$ cat src/rtl/alu_ctrl_muldiv_if.sv
// -----------------------------------------------------------------------------
// alu_ctrl_muldiv_if
// Bundles the signals between the ID/EX stage and the EX-stage ALU control /
// multiply-divide sequencer.
//   master : drives the EX instruction fields (pipeline side)
//   slave  : decodes them and returns ALU control, stall and HI/LO results
// Signals:
//   in_valid, flush        EX instruction valid / synchronous kill
//   alu_op[3:0], funct[5:0] opcode class and funct field
//   rs_data, rt_data       operands A/B
//   alu_ctrl, jr           combinational decode results
//   stall                  hold IF/ID/EX while a mul/div runs
//   hilo_rdata             HI or LO for mfhi/mflo, else 0
//   hi, lo                 architectural HI/LO registers
// -----------------------------------------------------------------------------
interface alu_ctrl_muldiv_if #(
   parameter int XLEN   = 32,
   parameter int CTRL_W = 6
);
   logic              in_valid;
   logic              flush;
   logic [3:0]        alu_op;
   logic [5:0]        funct;
   logic [XLEN-1:0]   rs_data;
   logic [XLEN-1:0]   rt_data;
   logic [CTRL_W-1:0] alu_ctrl;
   logic              jr;
   logic              stall;
   logic [XLEN-1:0]   hilo_rdata;
   logic [XLEN-1:0]   hi;
   logic [XLEN-1:0]   lo;

   modport master (
      output in_valid, flush, alu_op, funct, rs_data, rt_data,
      input  alu_ctrl, jr, stall, hilo_rdata, hi, lo
   );

   modport slave (
      input  in_valid, flush, alu_op, funct, rs_data, rt_data,
      output alu_ctrl, jr, stall, hilo_rdata, hi, lo
   );
endinterface

$ cat src/rtl/alu_ctrl_muldiv.sv
// -----------------------------------------------------------------------------
// alu_ctrl_muldiv
// EX-stage ALU control decode plus an iterative multiply/divide sequencer with
// architectural HI/LO registers and a pipeline stall output.
// Ports:
//   clk    rising-edge clock
//   rst_n  asynchronous active-low reset
//   bus    alu_ctrl_muldiv_if.slave (instruction fields in, decode/stall/HI/LO out)
// One shift-add (mul) or restoring-subtract (div) step per BUSY cycle; the
// final step result is sign-corrected and written straight into HI/LO.
// -----------------------------------------------------------------------------
module alu_ctrl_muldiv #(
   parameter int XLEN   = 32,
   parameter int CTRL_W = 6,
   parameter int MD_EN  = 1
) (
   input  logic               clk,
   input  logic               rst_n,
   alu_ctrl_muldiv_if.slave   bus
);
   localparam int              CNT_W = $clog2(XLEN);
   localparam logic [CNT_W-1:0] LAST = CNT_W'(XLEN - 1);
   localparam bit              MD    = (MD_EN != 0);

   typedef enum logic [1:0] {IDLE, BUSY, DONE} state_t;

   state_t            state_q, state_d;
   logic [CNT_W-1:0]  cnt_q, cnt_d;
   logic [XLEN-1:0]   acc_q, acc_d;     // product high half / partial remainder
   logic [XLEN-1:0]   q_q, q_d;         // multiplier / dividend-then-quotient
   logic [XLEN-1:0]   b_q, b_d;         // multiplicand / divisor magnitude
   logic              neg_q, neg_d;     // negate product / quotient
   logic              rneg_q, rneg_d;   // negate remainder (dividend sign)
   logic              div_q, div_d;
   logic              dz_q, dz_d;       // divide by zero
   logic [XLEN-1:0]   hi_q, hi_d, lo_q, lo_d;

   logic              is_rtype, md_funct, md_start, mt_ok;
   logic [CTRL_W-1:0] ctrl;

   assign is_rtype = (bus.alu_op == 4'd1);
   assign md_funct = MD && is_rtype && (bus.funct inside {6'h18, 6'h19, 6'h1A, 6'h1B});
   assign md_start = bus.in_valid && !bus.flush && md_funct && (state_q == IDLE);
   // mthi/mtlo may only retire outside a running operation
   assign mt_ok    = MD && bus.in_valid && !bus.flush && is_rtype && (state_q != BUSY);

   always_comb begin
      ctrl = '0;
      if (bus.alu_op == 4'd2) begin
         ctrl = CTRL_W'(1);
      end else if (is_rtype) begin
         case (bus.funct)
            6'h22:   ctrl = CTRL_W'(1);
            6'h24:   ctrl = CTRL_W'(2);
            6'h25:   ctrl = CTRL_W'(3);
            6'h2A:   ctrl = CTRL_W'(4);
            6'h26:   ctrl = CTRL_W'(5);
            6'h27:   ctrl = CTRL_W'(6);
            6'h00:   ctrl = CTRL_W'(7);
            6'h02:   ctrl = CTRL_W'(8);
            6'h03:   ctrl = CTRL_W'(9);
            6'h10:   ctrl = MD ? CTRL_W'(10) : '0;
            6'h12:   ctrl = MD ? CTRL_W'(11) : '0;
            default: ctrl = '0;
         endcase
      end
   end

   assign bus.alu_ctrl   = ctrl;
   assign bus.jr         = is_rtype && (bus.funct == 6'h08);
   assign bus.stall      = md_start || (state_q == BUSY);
   assign bus.hilo_rdata = (MD && is_rtype && bus.funct == 6'h10) ? hi_q :
                           (MD && is_rtype && bus.funct == 6'h12) ? lo_q : '0;
   assign bus.hi         = hi_q;
   assign bus.lo         = lo_q;

   // ---- single iteration step -------------------------------------------
   logic [XLEN:0]     mul_sum, div_shift, div_diff;
   logic              div_ok;
   logic [XLEN-1:0]   acc_step, q_step;
   logic [2*XLEN-1:0] prod, prod_fix;
   logic [XLEN-1:0]   quo_fix, rem_fix;

   assign mul_sum   = {1'b0, acc_q} + {1'b0, (q_q[0] ? b_q : {XLEN{1'b0}})};
   assign div_shift = {acc_q, q_q[XLEN-1]};
   assign div_diff  = div_shift - {1'b0, b_q};
   // partial remainder is always < 2*divisor, so the top bit is a clean borrow
   assign div_ok    = ~div_diff[XLEN];
   assign acc_step  = div_q ? (div_ok ? div_diff[XLEN-1:0] : div_shift[XLEN-1:0])
                            : mul_sum[XLEN:1];
   assign q_step    = div_q ? {q_q[XLEN-2:0], div_ok} : {mul_sum[0], q_q[XLEN-1:1]};

   assign prod      = {acc_step, q_step};
   assign prod_fix  = neg_q ? -prod : prod;
   assign quo_fix   = dz_q ? {XLEN{1'b1}} : (neg_q ? -q_step : q_step);
   assign rem_fix   = rneg_q ? -acc_step : acc_step;

   // ---- next state --------------------------------------------------------
   logic              op_signed, rs_neg, rt_neg;
   logic [XLEN-1:0]   rs_abs, rt_abs;

   assign op_signed = ~bus.funct[0];
   assign rs_neg    = op_signed && bus.rs_data[XLEN-1];
   assign rt_neg    = op_signed && bus.rt_data[XLEN-1];
   assign rs_abs    = rs_neg ? -bus.rs_data : bus.rs_data;
   assign rt_abs    = rt_neg ? -bus.rt_data : bus.rt_data;

   always_comb begin
      state_d = state_q;
      cnt_d   = cnt_q;
      acc_d   = acc_q;
      q_d     = q_q;
      b_d     = b_q;
      neg_d   = neg_q;
      rneg_d  = rneg_q;
      div_d   = div_q;
      dz_d    = dz_q;
      hi_d    = hi_q;
      lo_d    = lo_q;
      case (state_q)
         IDLE, DONE: begin
            state_d = IDLE;
            if (md_start) begin
               state_d = BUSY;
               cnt_d   = '0;
               acc_d   = '0;
               div_d   = bus.funct[1];
               neg_d   = rs_neg ^ rt_neg;
               rneg_d  = rs_neg;
               dz_d    = (bus.rt_data == '0);
               q_d     = bus.funct[1] ? rs_abs : rt_abs;
               b_d     = bus.funct[1] ? rt_abs : rs_abs;
            end
            if (mt_ok && bus.funct == 6'h11) hi_d = bus.rs_data;
            if (mt_ok && bus.funct == 6'h13) lo_d = bus.rs_data;
         end
         BUSY: begin
            cnt_d = cnt_q + 1'b1;
            acc_d = acc_step;
            q_d   = q_step;
            if (cnt_q == LAST) begin
               state_d = DONE;
               if (div_q) begin
                  hi_d = rem_fix;
                  lo_d = quo_fix;
               end else begin
                  hi_d = prod_fix[2*XLEN-1:XLEN];
                  lo_d = prod_fix[XLEN-1:0];
               end
            end
         end
         default: state_d = IDLE;
      endcase
      // flush abandons a running operation without touching HI/LO
      if (bus.flush) begin
         state_d = IDLE;
         hi_d    = hi_q;
         lo_d    = lo_q;
      end
   end

   always_ff @(posedge clk or negedge rst_n) begin
      if (!rst_n) begin
         state_q <= IDLE;
         cnt_q   <= '0;
         acc_q   <= '0;
         q_q     <= '0;
         b_q     <= '0;
         neg_q   <= 1'b0;
         rneg_q  <= 1'b0;
         div_q   <= 1'b0;
         dz_q    <= 1'b0;
         hi_q    <= '0;
         lo_q    <= '0;
      end else begin
         state_q <= state_d;
         cnt_q   <= cnt_d;
         acc_q   <= acc_d;
         q_q     <= q_d;
         b_q     <= b_d;
         neg_q   <= neg_d;
         rneg_q  <= rneg_d;
         div_q   <= div_d;
         dz_q    <= dz_d;
         hi_q    <= hi_d;
         lo_q    <= lo_d;
      end
   end
endmodule

$ cat src/flat_wrapper.sv
// flat-port wrapper written by rule: the top's interface ports become plain ports
module alu_ctrl_muldiv_flat 
#(
   parameter int XLEN   = 32,
   parameter int CTRL_W = 6,
   parameter int MD_EN  = 1
)
  (clk, rst_n, bus_in_valid, bus_flush, bus_alu_op, bus_funct, bus_rs_data, bus_rt_data, bus_alu_ctrl, bus_jr, bus_stall, bus_hilo_rdata, bus_hi, bus_lo);
  alu_ctrl_muldiv_if #(.XLEN(XLEN), .CTRL_W(CTRL_W)) bus_i ();
  input  logic clk;
  input  logic rst_n;
  input wire logic [$bits(bus_i.in_valid)-1:0] bus_in_valid;
  input wire logic [$bits(bus_i.flush)-1:0] bus_flush;
  input wire logic [$bits(bus_i.alu_op)-1:0] bus_alu_op;
  input wire logic [$bits(bus_i.funct)-1:0] bus_funct;
  input wire logic [$bits(bus_i.rs_data)-1:0] bus_rs_data;
  input wire logic [$bits(bus_i.rt_data)-1:0] bus_rt_data;
  output wire logic [$bits(bus_i.alu_ctrl)-1:0] bus_alu_ctrl;
  output wire logic [$bits(bus_i.jr)-1:0] bus_jr;
  output wire logic [$bits(bus_i.stall)-1:0] bus_stall;
  output wire logic [$bits(bus_i.hilo_rdata)-1:0] bus_hilo_rdata;
  output wire logic [$bits(bus_i.hi)-1:0] bus_hi;
  output wire logic [$bits(bus_i.lo)-1:0] bus_lo;
  assign bus_i.in_valid = bus_in_valid;
  assign bus_i.flush = bus_flush;
  assign bus_i.alu_op = bus_alu_op;
  assign bus_i.funct = bus_funct;
  assign bus_i.rs_data = bus_rs_data;
  assign bus_i.rt_data = bus_rt_data;
  assign bus_alu_ctrl = bus_i.alu_ctrl;
  assign bus_jr = bus_i.jr;
  assign bus_stall = bus_i.stall;
  assign bus_hilo_rdata = bus_i.hilo_rdata;
  assign bus_hi = bus_i.hi;
  assign bus_lo = bus_i.lo;
  alu_ctrl_muldiv #(.XLEN(XLEN), .CTRL_W(CTRL_W), .MD_EN(MD_EN)) u_core (.clk(clk), .rst_n(rst_n), .bus(bus_i));
endmodule
$ cat config.mk
export PLATFORM = sky130hd
export DESIGN_NAME = alu_ctrl_muldiv_flat
export DESIGN_NICKNAME = d
export VERILOG_FILES = /design/src/rtl/alu_ctrl_muldiv_if.sv /design/src/rtl/alu_ctrl_muldiv.sv /design/src/flat_wrapper.sv
export SDC_FILE = /design/constraint.sdc
export NUM_CORES = 1
export LEC_CHECK = 0
export ABC_AREA = 1
export BUFFER_PORTS_ARGS = -buffer_cell sky130_fd_sc_hd__buf_4
export CAP_MARGIN = 20
export CORE_ASPECT_RATIO = 0.75
export CORE_MARGIN = 2
export CORE_UTILIZATION = 37
export CTS_BUF_LIST = sky130_fd_sc_hd__clkbuf_4 sky130_fd_sc_hd__clkbuf_8
export DETAILED_ROUTE_END_ITERATION = 6
export GPL_ROUTABILITY_DRIVEN = 0
export PLACE_DENSITY_LB_ADDON = 0.2
export SLEW_MARGIN = 10
export SYNTH_ARGS = -nofsm -noshare
export SYNTH_HDL_FRONTEND = slang
export SYNTH_SLANG_ARGS = --single-unit
$ cat constraint.sdc
create_clock -name clk -period 5.4 [get_ports clk]
set_input_delay 0 -clock clk [delete_from_list [all_inputs] [get_ports clk]]
set_output_delay 0 -clock clk [all_outputs]
set_load 0.05 [all_outputs]
==> results.md <==
* Status: complete, but fails checks
* Failing checks: design-rule violations
* Wire per inst at 22.1 um
* Sequential share of power at 27.5%
* Via count at 22,400
* Global-route wire length before repair at 127,000 um
* Initial antenna violation count at 3
* Synth cell types at 68
* Worst Hold Class: input pin to flip-flop
* Synth top area cells: dfrtp_1 23%, nand2_1 16%, inv_1 10%, nor2_1 7.0%, nand3_1 5.3%
* Die X at 262 um
* P&R area growth vs syn at 16.6%
* Clock power share at 18.4%
* Max incr delay on CP at 410 ps
* CP startpoint kind: flip-flop
* Initial DRT Pass Iterations at 7
* Routed WL at 86,800 um
* CP Data Arrival Time at 4940 ps
* Vias in the first global route at 20,500
* CTS tree: yes
* Global route total overflow at 0
* Core box area at 49,000 um^2
* Initial drt markers at 3,439
* Worst setup margin at 950 ps
* Slew headroom at 12.1%
* Post-route ant nets at 0
* Final instance area at 21,600 um^2
* Die Y-Extent at 198 um
* Pin count of the biggest net entering global routing at 148
* Worst-Skew Late Latency at 560 ps
* Final design utilization at 44.0%
* Bufs on Longest Clock Path at 2
* Switching pwr at 2.94 mW
* Fraction of layout cells with a size suffix above 1 at 12.1%
* Measured slew at the worst slew-check pin at 1300 ps
* Post-CTS Setup Bufs at 0
* Net Sw Frac at 52.5%
* Post-route minimum period at 4450 ps
* Yosys reg bits at 171
* P per Cell Area at 259 nW/um^2
* Worst path slowest cell: fa_1
* Pleak at 11.0 nW
* Total Power at 5.59 mW
* Top_reg_cell synth: dfrtp_1
* CTS buffer count at 17
* Post-synth EDFFs at 0
* DP HPWL at 69,800 um
* Post-Place Worst Slack at 998 ps
* Initial Util at 37.7%
* Total GRT Usage at 32.5%
* Critical Path RT at 5890 ps
* Cell area after placement at 20,400 um^2
* VDD IR max at 0.000205 V
* Port Buffers at 179
* Clk slew on worst S/H paths at 110 ps
* Clock skew at 29.3 ps
* Asr flop ratio synth at 100%
* Max-cap viol count at 0
* Row count at 70
* Nets@finish at 3,410
* Cell Area, Synth at 18,500 um^2
* Final Hold Fails at 0
* FMAX at 0.225 GHz
* Setup TNS at 0 ps
* Drt drc at 1
* Period utilization at 82.4%
* Final Max Tran Viols at 0
* IO Count at 182
* Post-Syn Instances at 3,060
* YS warnings at 0
* WS Path Type: flip-flop to flip-flop
* Sequential area share after synthesis at 23.1%
* Root buf cell: clkbuf_8
* WHS at 16.6 ps
* Combinational fraction of design power at 54.1%
* Area leader, netlist: dfrtp_1
* H-Tree Depth at 4
* CTS sink cnt at 171
* Mean Syn Cell Area at 6.05 um^2
* RSZ-0062 raised after global routing: false
* Final setup fails at 0
* Placed cell count at 3,812
* CTS resizes at 0
* Vias/cell at 5.70
* Post-Layout Cell Count at 3,922
* Post-synth top area share at 23.1%
* Endpoint class of the critical path: flip-flop
* Internal Power at 2.65 mW
* Cts-stage hold buffer count at 76
* Critical path peak fanout at 6
* Die footprint at 51,900 um^2
==> flip-flops by register name, summed over array words and instances (netlist names) <==
signal and flops:
u_core.neg_q 1, u_core.state_q 2, u_core.acc_q 32, u_core.q_q 32
u_core.bus.hi 32, u_core.dz_q 1, u_core.bus.lo 32, u_core.rneg_q 1
u_core.cnt_q 5, u_core.b_q 32, u_core.div_q 1
==> synthesized netlist by cell type, types with 11 or more instances <==
| cell | count |
|---|---|
| nand3b_1 | 20 |
| o21ai_0 | 151 |
| clkbuf_1 | 68 |
| nand4_1 | 32 |
| nand3_2 | 11 |
| nor2_1 | 347 |
| inv_2 | 16 |
| o21ai_1 | 18 |
| buf_2 | 14 |
| xnor2_1 | 17 |
| inv_1 | 494 |
| o221ai_1 | 29 |
| o22ai_1 | 64 |
| a31oi_1 | 12 |
| nand3_1 | 197 |
| nor2_2 | 29 |
| nand2_2 | 42 |
| ha_1 | 70 |
| nor2_4 | 11 |
| dfrtp_1 | 171 |
| nand2_1 | 807 |
| nor3_1 | 56 |
| a21oi_1 | 141 |
| xor2_1 | 68 |
| a22oi_1 | 23 |
==> critical path, delay by kind of cell (launching register included) <==
kind / cells / cell delay (ps)
XOR/XNOR: 1 / 240
AND/OR/NAND/NOR: 19 / 1960
adder cells (fa/ha/maj): 3 / 780
buffers and inverters: 4 / 280
AO/OA/AOI/OAI: 5 / 750
flip-flops: 1 / 370
==> cells by family after synthesis <==
logic type                 Yosys count  synth area share, %
xor gates and xnor gates            85                 4.02
and+or+nand+nor                   1586                 37.3
adders and majority gates           72                 4.95
AOI/OAI and AO/OA                  524                 17.2
buffers and inverters              621                 13.3
DFF                                171                 23.1
other                                1               0.0203
==> placed cells by master (no fill, tap or decap), drive strengths merged, types with 3 or more instances in the layout <==
cell,Yosys,final
a31oi,12,12
nand4,32,32
o21ai,173,173
o41ai,3,3
nor2,387,387
o221ai,29,29
o211ai,11,11
a22oi,23,23
a2111oi,5,5
a211o,3,3
ha,70,70
o21a,9,9
nand2,856,856
buf,39,213
nor3,57,57
a221o,3,3
xnor2,17,17
o22ai,64,64
o31ai,8,8
dfrtp,171,171
nor4,8,8
o2111ai,9,9
a21oi,147,147
a311oi,3,3
xor2,68,68
o221a,3,3
or2,12,12
clkbuf,68,18
clkinv,3,6
nand3b,20,20
and2,3,3
inv,510,518
a21boi,3,3
o21bai,8,8
nand3,209,209
dlygate4sd3,1,75
==> worst paths after layout <==
check | start | end | slack (ps) | depth (start not counted)
worst max-delay path | u_core.q_q[31] | u_core.bus.hi[6] | 950 | 32
worst min-delay path | bus_rs_data[23] | u_core.b_q[23] | 20 | 5
min in group asynchronous | rst_n | u_core.acc_q[31] | 470 | 4
worst min register to register | u_core.q_q[3] | u_core.q_q[3] | 510 | 1
worst max register to register | u_core.q_q[31] | u_core.bus.hi[6] | 950 | 32
max in group asynchronous | rst_n | u_core.div_q | 3780 | 4
==> power by group through the flow <==
stage               clock [mW]  sequential [mW]  combinational (mW)
floorplan                    0             1.49                1.92
global placement             0             1.54                2.79
detailed placement           0             1.54                2.81
CTS                       1.03             1.52                2.87
global route              1.07             1.54                3.23
finish                    1.03             1.53                3.02
==> layer usage <==
layer | wire (um) | GRT usage [%] | vias to the layer above
met2 | 32600 | 43.0 | 1398
li1 | - | - | 10300
met1 | 38000 | 47.2 | 10500
met5 | 23 | 0 | -
met3 | 13600 | 13.8 | 150
met4 | 2610 | 9.07 | 4
==> final cells by class <==
| type | instances | area (um^2) |
|---|---|---|
| Clock buffer | 18 | 241 |
| Clock inverter | 14 | 154 |
| Timing Repair Buffer | 288 | 2390 |
| Multi-Input combinational cell | 2269 | 11800 |
| Tap cell | 648 | 811 |
| Inverter | 513 | 1930 |
| Sequential cell | 171 | 4280 |
| Antenna cell | 1 | 2.50 |
| Fill cell | 5224 | 27500 |
Power figures use the tool's default switching activity.
